### src/rtl/instr_fetch.sv
// instr_fetch: instruction fetch front end.
// Issues one word request at a time to instruction memory, buffers returned
// words with their PC in a small FIFO and presents the head to decode over a
// valid/ready handshake. A redirect flushes the buffer and restarts fetch;
// a response still in flight at that point is drained and dropped.
module instr_fetch #(
   parameter logic [31:0] RESET_PC   = 32'h0000_0000,
   parameter int          FIFO_DEPTH = 2
) (
   input  logic        clk,
   input  logic        reset,
   output logic        imem_req,
   output logic [31:0] imem_addr,
   input  logic        imem_gnt,
   input  logic        imem_rvalid,
   input  logic [31:0] imem_rdata,
   input  logic        redirect,
   input  logic [31:0] redirect_pc,
   output logic        instr_valid,
   input  logic        instr_ready,
   output logic [31:0] instr,
   output logic [31:0] instr_pc
);

   localparam int PW = $clog2(FIFO_DEPTH);
   localparam int CW = PW + 1;

   localparam logic [1:0] S_IDLE  = 2'd0;
   localparam logic [1:0] S_REQ   = 2'd1;
   localparam logic [1:0] S_WAIT  = 2'd2;
   localparam logic [1:0] S_DRAIN = 2'd3;

   localparam logic [31:0] NOP = 32'h0000_0013;

   typedef struct packed {
      logic [31:0] pc;
      logic [31:0] data;
   } entry_t;

   logic [1:0]    state, state_nxt;
   logic [31:0]   fetch_pc;
   entry_t        fifo_q [FIFO_DEPTH];
   logic [PW-1:0] rptr, wptr;
   logic [CW-1:0] count;
   entry_t        head;

   logic fire, push, pop;

   // Request only when a slot is reserved for the answer, so a push always fits.
   assign imem_req  = (state == S_REQ) && (count < CW'(FIFO_DEPTH));
   assign imem_addr = fetch_pc;
   assign fire      = imem_req && imem_gnt;
   // A response landing in the redirect cycle belongs to the old stream.
   assign push      = (state == S_WAIT) && imem_rvalid && !redirect;
   // Decode ignores a handshake made in the redirect cycle.
   assign pop       = instr_valid && instr_ready && !redirect;

   assign head        = fifo_q[rptr];
   assign instr_valid = (count != '0);
   assign instr       = instr_valid ? head.data : NOP;
   assign instr_pc    = instr_valid ? head.pc   : 32'h0;

   // Next-state logic; a redirect only decides whether a response is still owed.
   always_comb begin
      state_nxt = state;
      if (redirect) begin
         case (state)
            S_IDLE:  state_nxt = S_REQ;
            S_REQ:   state_nxt = fire ? S_DRAIN : S_REQ;
            S_WAIT:  state_nxt = imem_rvalid ? S_REQ : S_DRAIN;
            default: state_nxt = imem_rvalid ? S_REQ : S_DRAIN;
         endcase
      end else begin
         case (state)
            S_IDLE:  state_nxt = S_REQ;
            S_REQ:   state_nxt = fire ? S_WAIT : S_REQ;
            S_WAIT:  state_nxt = imem_rvalid ? S_REQ : S_WAIT;
            default: state_nxt = imem_rvalid ? S_REQ : S_DRAIN;
         endcase
      end
   end

   // State register and fetch PC; redirect target is forced word aligned.
   always_ff @(posedge clk or negedge reset) begin
      if (!reset) begin
         state    <= S_IDLE;
         fetch_pc <= RESET_PC;
      end else begin
         state <= state_nxt;
         if (redirect)
            fetch_pc <= {redirect_pc[31:2], 2'b00};
         else if (fire)
            fetch_pc <= fetch_pc + 32'd4;
      end
   end

   // FIFO pointers and occupancy; redirect empties the buffer.
   always_ff @(posedge clk or negedge reset) begin
      if (!reset) begin
         rptr  <= '0;
         wptr  <= '0;
         count <= '0;
      end else if (redirect) begin
         rptr  <= '0;
         wptr  <= '0;
         count <= '0;
      end else begin
         if (push) wptr <= wptr + PW'(1);
         if (pop)  rptr <= rptr + PW'(1);
         case ({push, pop})
            2'b10:   count <= count + CW'(1);
            2'b01:   count <= count - CW'(1);
            default: count <= count;
         endcase
      end
   end

   // FIFO storage; fetch_pc already points past the word being returned.
   always_ff @(posedge clk) begin
      if (push)
         fifo_q[wptr] <= '{pc: fetch_pc - 32'd4, data: imem_rdata};
   end

endmodule

### config.mk
export PLATFORM = sky130hd
export DESIGN_NAME = instr_fetch
export DESIGN_NICKNAME = d
export VERILOG_FILES = /design/src/rtl/instr_fetch.sv
export SDC_FILE = /design/constraint.sdc
export NUM_CORES = 1
export LEC_CHECK = 0
export ABC_AREA = 1
export ABC_CLOCK_PERIOD_IN_PS = 4800
export BUFFER_PORTS_ARGS = -buffer_cell sky130_fd_sc_hd__buf_2
export CORE_AREA = 4 4 140 115
export CTS_BUF_LIST = sky130_fd_sc_hd__clkbuf_8 sky130_fd_sc_hd__clkbuf_16
export DETAILED_ROUTE_END_ITERATION = 6
export DIE_AREA = 0 0 144 119
export GPL_TIMING_DRIVEN = 0
export PLACE_DENSITY = 0.79
export RECOVER_POWER = 100
export REMOVE_ABC_BUFFERS = 1
export SETUP_SLACK_MARGIN = 0.02
export SLEW_MARGIN = 10
export SYNTH_ARGS = -nofsm -noshare
export SYNTH_HDL_FRONTEND = slang
export SYNTH_SLANG_ARGS = --single-unit
### constraint.sdc
create_clock -name clk -period 4.8 [get_ports clk]
set_clock_uncertainty 0.2 [all_clocks]
set_input_delay 0.48 -clock clk [delete_from_list [all_inputs] [get_ports clk]]
set_output_delay 0.48 -clock clk [all_outputs]
set_load 0.02 [all_outputs]
# Yosys cells after proc, flatten, opt, wreduce, memory -nomap -nowiden
# Memories as Yosys holds them, arrays and structs flattened.
# Cells that the tools add are included.
# classes
addsub,6
n_eq_ne,4
reduce_logical,13
n_lt_le_gt_ge,1
n_mux,19
# op_table
operator,n
32-bit two-way mux,4
"32-bit by 3-bit adder with 32-bit output, second input constant",1
"32-bit by 3-bit subtractor with 32-bit output, second input constant",1
2-bit two-way mux,6
2-bit one-hot mux with 2 select lines,2
2-bit nonzero test,4
1-bit logical AND,6
1-bit two-way mux,6
2-bit one-hot mux with 3 select lines,1
"2-bit by 1-bit equality test with 1-bit output, second input constant",2
"2-bit equality test, second input constant",2
3-bit nonzero test,1
"1-bit adder, second input constant",2
"2-bit by 1-bit adder with 2-bit output, second input constant",1
2-bit zero test,1
"2-bit < comparator, second input constant",1
"2-bit by 1-bit subtractor with 2-bit output, second input constant",1
1-bit zero test,1
# totals
mem_count,1
ramBits,128
wordCells,49
out_inout_bits,98
register_bits,38
# mem_list
memory,depth,width,rd,rd_ports_with_merged_regs,write_ports,line_no,source
fifo_q,2,64,1,0,1,42,entry_t fifo_q [FIFO_DEPTH];

# Longest topological paths before layout
# depth
depth_word,6
mapped_depth,9
depth_no_buf,9

# Worst setup path after synthesis
# OpenSTA, ideal clock, no wires.
# synth_path
path_type,input -> register
start,input port redirect
end,"memory fifo_q[0][0] (netlist bit), enable pin"
setup_ns,0.484
path_stages,4
t_arrival_ns,3.421
required_time_ns,4.116
slack_ns,0.695
path_cell_list,buf_2 > nor2_1 > inv_1 > nor2_1
# synth_between
elab_chain_len,4
# synth_lines
item,line_no,source
from (decl),17,"input logic redirect,"
1-bit zero test,54,assign push = (state == S_WAIT) && imem_rvalid && !redirect;
1-bit logical AND,54,
1-bit two-way mux,120,if (push)
1-bit two-way mux (implied by the code),121,"fifo_q[wptr] <= '{pc: fetch_pc - 32'd4, data: imem_rdata};"
to (decl),42,
# Every way passes these cells.

# Worst setup path after layout
# layout_path
start,register count[1]
end,output port instr[4]
# layout_between
elab_chain_len,2
# layout_lines
item,line_no,source
from (decl),44,logic [CW-1:0] count;
from (signal assigned),111,2'b10: count <= count + CW'(1);
from (signal assigned),112,2'b01: count <= count - CW'(1);
from (signal assigned),113,default: count <= count;
2-bit nonzero test,59,assign instr_valid = (count != '0);
32-bit two-way mux,60,assign instr = instr_valid ? head.data : NOP;
to (decl),21,"output logic [31:0] instr,"
# Every way passes these cells.

==> run_results.csv <==
group,metric,value,unit
sta,finalSetupViolations,0,
setup_path,arrival,3.22,ns
yosys,syn_area,7910,um2
cells_and_area,stdcell_count,1231,
clock_tree,post_cts_buffers,0,
clock_tree,clock_sinks,160,
yosys,synthCells,881,
floorplan,die_h,119,um
global_routing,antenna_found_initial,0,
clock_tree,cts-root-buf,"clkbuf_16",
floorplan,die-width,144,um
cells_and_area,layout.nets,1102,
cells_and_area,final_cell_mix,"311 x nand2_1, 124 x edfxtp_1, 100 x clkbuf_1",
floorplan,ioPinCount,168,
clock_tree,cts_tree,"built",
global_routing,grt_overflow_total,0,
clock_tree,htreeDepth,4,
yosys,synth-seq-cells,160,
routing,wl_per_cell,15.5,um
cells_and_area,diodes,0,
place,hpwl,13500,um
routing,wl,19100,um
cells_and_area,synthToLayoutAreaGrowth,17.2,%
job,cap_violations,4,
global_routing,grt_max_degree,65,
setup_path,required,4.12,ns
sta,setup_slack,0.905,ns
sta,slew_violations,113,
routing,avgViaCountPerCell,5.22,
pwr,p_leak,3.69,nW
hold_path,hp-class,"in2reg",
routing,firstDrtPassIters,5,
floorplan,dieArea,17100,um2
run_status,failed_checks,"capacitance limit, slew limit",
place,gp_congestion,0.952,
setup_path,crit_fanout,26,
floorplan,row_count,40,
sta,timing.final.hold_violations,0,
yosys,avgSynthCellArea,8.98,um2
cells_and_area,mostFrequentLayoutCell,"nand2_1",
place,numPortBuffers,161,
floorplan,core_area,14800,um2
global_routing,grt_pass1_vias,5954,
run_status,outcome,"finished, violations left",
place,dp_slack,1.76,ns
clock_tree,cts.clk_slew.worst_paths,0.06,ns
cells_and_area,drive_above_1_share,11.0,%
clock_tree,cts_buffer_depth,2,
sta,min_period,3.90,ns
floorplan,start_util,53.6,%
routing,drc,0,
cells_and_area,utilization,62.8,%
routing,drtIter0Drc,431,
sta,fmax,257,MHz
yosys,yosys_warnings,0,
global_routing,grt_usage,22.3,%
pwr,ir_worst_vdd,0.234,mV
setup_path,critPathKind,"reg2out",
sta,fin_crit_sh,81.2,%
yosys,yosys.cell_types.count,30,
yosys,yosysSeqAreaShare,58.5,%
clock_tree,cts_buffers,17,
place,dp_cells,1199,
sta,worst_pin_slew,2.06,ns
routing,ant_nets,0,
global_routing,grt_pass1_wl,29900,um
routing,dr_total_vias,6420,
clock_tree,ctsResizeCount,0,
setup_path,start_kind,"register",
sta,slew_headroom,-37.4,%
setup_path,worstSetupEndpointType,"primary output",
clock_tree,clk_latency,0.42,ns
sta,rsz0062_at_grt,"no",
pwr,powerDensity,508,nW/um2
-- path summary, 6_finish.rpt --
kind	start	end	slack [ns]	depth (start not counted)
max	count[1]$_DFFE_PN0P_	instr[4]	0.90	4
min	imem_rdata[16]	fifo_q[0][16]$_DFFE_PP_	0.05	1
max reg2reg	state[0]$_DFF_PN0_	fifo_q[1][11]$_DFFE_PP_	1.02	7
min reg2reg	count[0]$_DFFE_PN0P_	count[0]$_DFFE_PN0P_	0.32	1
max in group asynchronous	reset	imem_addr[6]$_DFFE_PN0N_	2.23	2
min in group asynchronous	reset	imem_addr[27]$_DFFE_PN0N_	0.98	2
-- flip-flops by register name (all words and copies together), names as in the netlist --
name       cells
imem_addr     30
fifo_q       124
state          2
count          2
wptr           1
rptr           1
-- routing by layer --
layer	GRT usage [%]	vias up	wire length (um)
li1	-	3160	-
met2	34.8	219	8730
met3	5.50	24	1350
met5	0	-	0
met1	31.2	3017	8750
met4	6.18	0	283
-- cell type report --
class	count	area, um2
Inverter	67	251
Clock inverter	14	144
Clock buffer	17	425
Sequential cell	160	4620
Tap cell	189	236
Fill cell	1296	5490
Multi-Input combinational cell	616	2800
Timing Repair Buffer	168	788
-- cells by family after synthesis --
logic type                 share of synthesized area [%]
buffers and inverters                               5.77
adders and majority gates                          0.316
and+or+nand+nor                                     25.2
xor gates and xnor gates                            3.54
AOI/OAI and AO/OA                                   6.68
DFF                                                 58.5
other                                             0.0474
-- metrics by stage --
stage / total power [mW] / setup TNS [ns] / cell area (um2) / hold slack, ns
3_5_place_dp: 3.51 / 0 / 8920 / 0.345
6_report: 4.71 / 0 / 9270 / 0.0454
2_1_floorplan: 2.85 / 0 / 7720 / -0.0156
5_1_grt: 4.98 / 0 / 9270 / 0.0193
4_1_cts: 4.83 / 0 / 9500 / 0.0237
3_3_place_gp: 3.46 / -108.03 / 8760 / 0.322
-- cells in the mapped netlist --
cell | n | area (um2)
nor2_2 | 8 | 50.1
and3_1 | 1 | 6.26
nor2_4 | 10 | 113
inv_1 | 62 | 233
o21bai_1 | 5 | 37.5
ha_1 | 2 | 25.0
nand4_2 | 1 | 12.5
o211ai_1 | 4 | 30.0
edfxtp_1 | 124 | 3720
buf_1 | 1 | 3.75
buf_4 | 7 | 52.6
nand2_1 | 309 | 1160
buf_6 | 1 | 11.3
nand3b_1 | 1 | 7.51
a21oi_1 | 62 | 310
conb_1 | 1 | 3.75
and2_1 | 1 | 6.26
nand2_2 | 7 | 43.8
xor2_1 | 30 | 263
o21ai_0 | 30 | 150
xnor2_1 | 2 | 17.5
nand4_1 | 1 | 6.26
nor3_1 | 1 | 5.00
nor2_1 | 84 | 315
buf_2 | 14 | 70.1
inv_2 | 5 | 18.8
dfrtp_1 | 36 | 901
clkbuf_1 | 18 | 67.6
nor4_1 | 1 | 6.26
nand3_1 | 52 | 260
-- worst max-delay path, cell delays in order (launching register included) --
cell and delay, ns:
dfrtp_1 0.41, nor2_1 1.52, inv_1 0.47, nand3_1 0.20, buf_2 0.18
-- power breakdown --
part | leakage, nW | internal [mW] | total [mW] | switching [mW]
combinational | 1.84 | 0.425 | 1.59 | 1.16
clock | 0.287 | 0.762 | 1.30 | 0.541
sequential | 1.56 | 1.63 | 1.82 | 0.196
-- what timing repair did --
action | CTS | global route
hold buffers | 1 | 0
setup endpoints to repair | 0 | 0
hold endpoints to repair | 36 | 0
No activity file was read; power rests on OpenSTA's default activity.
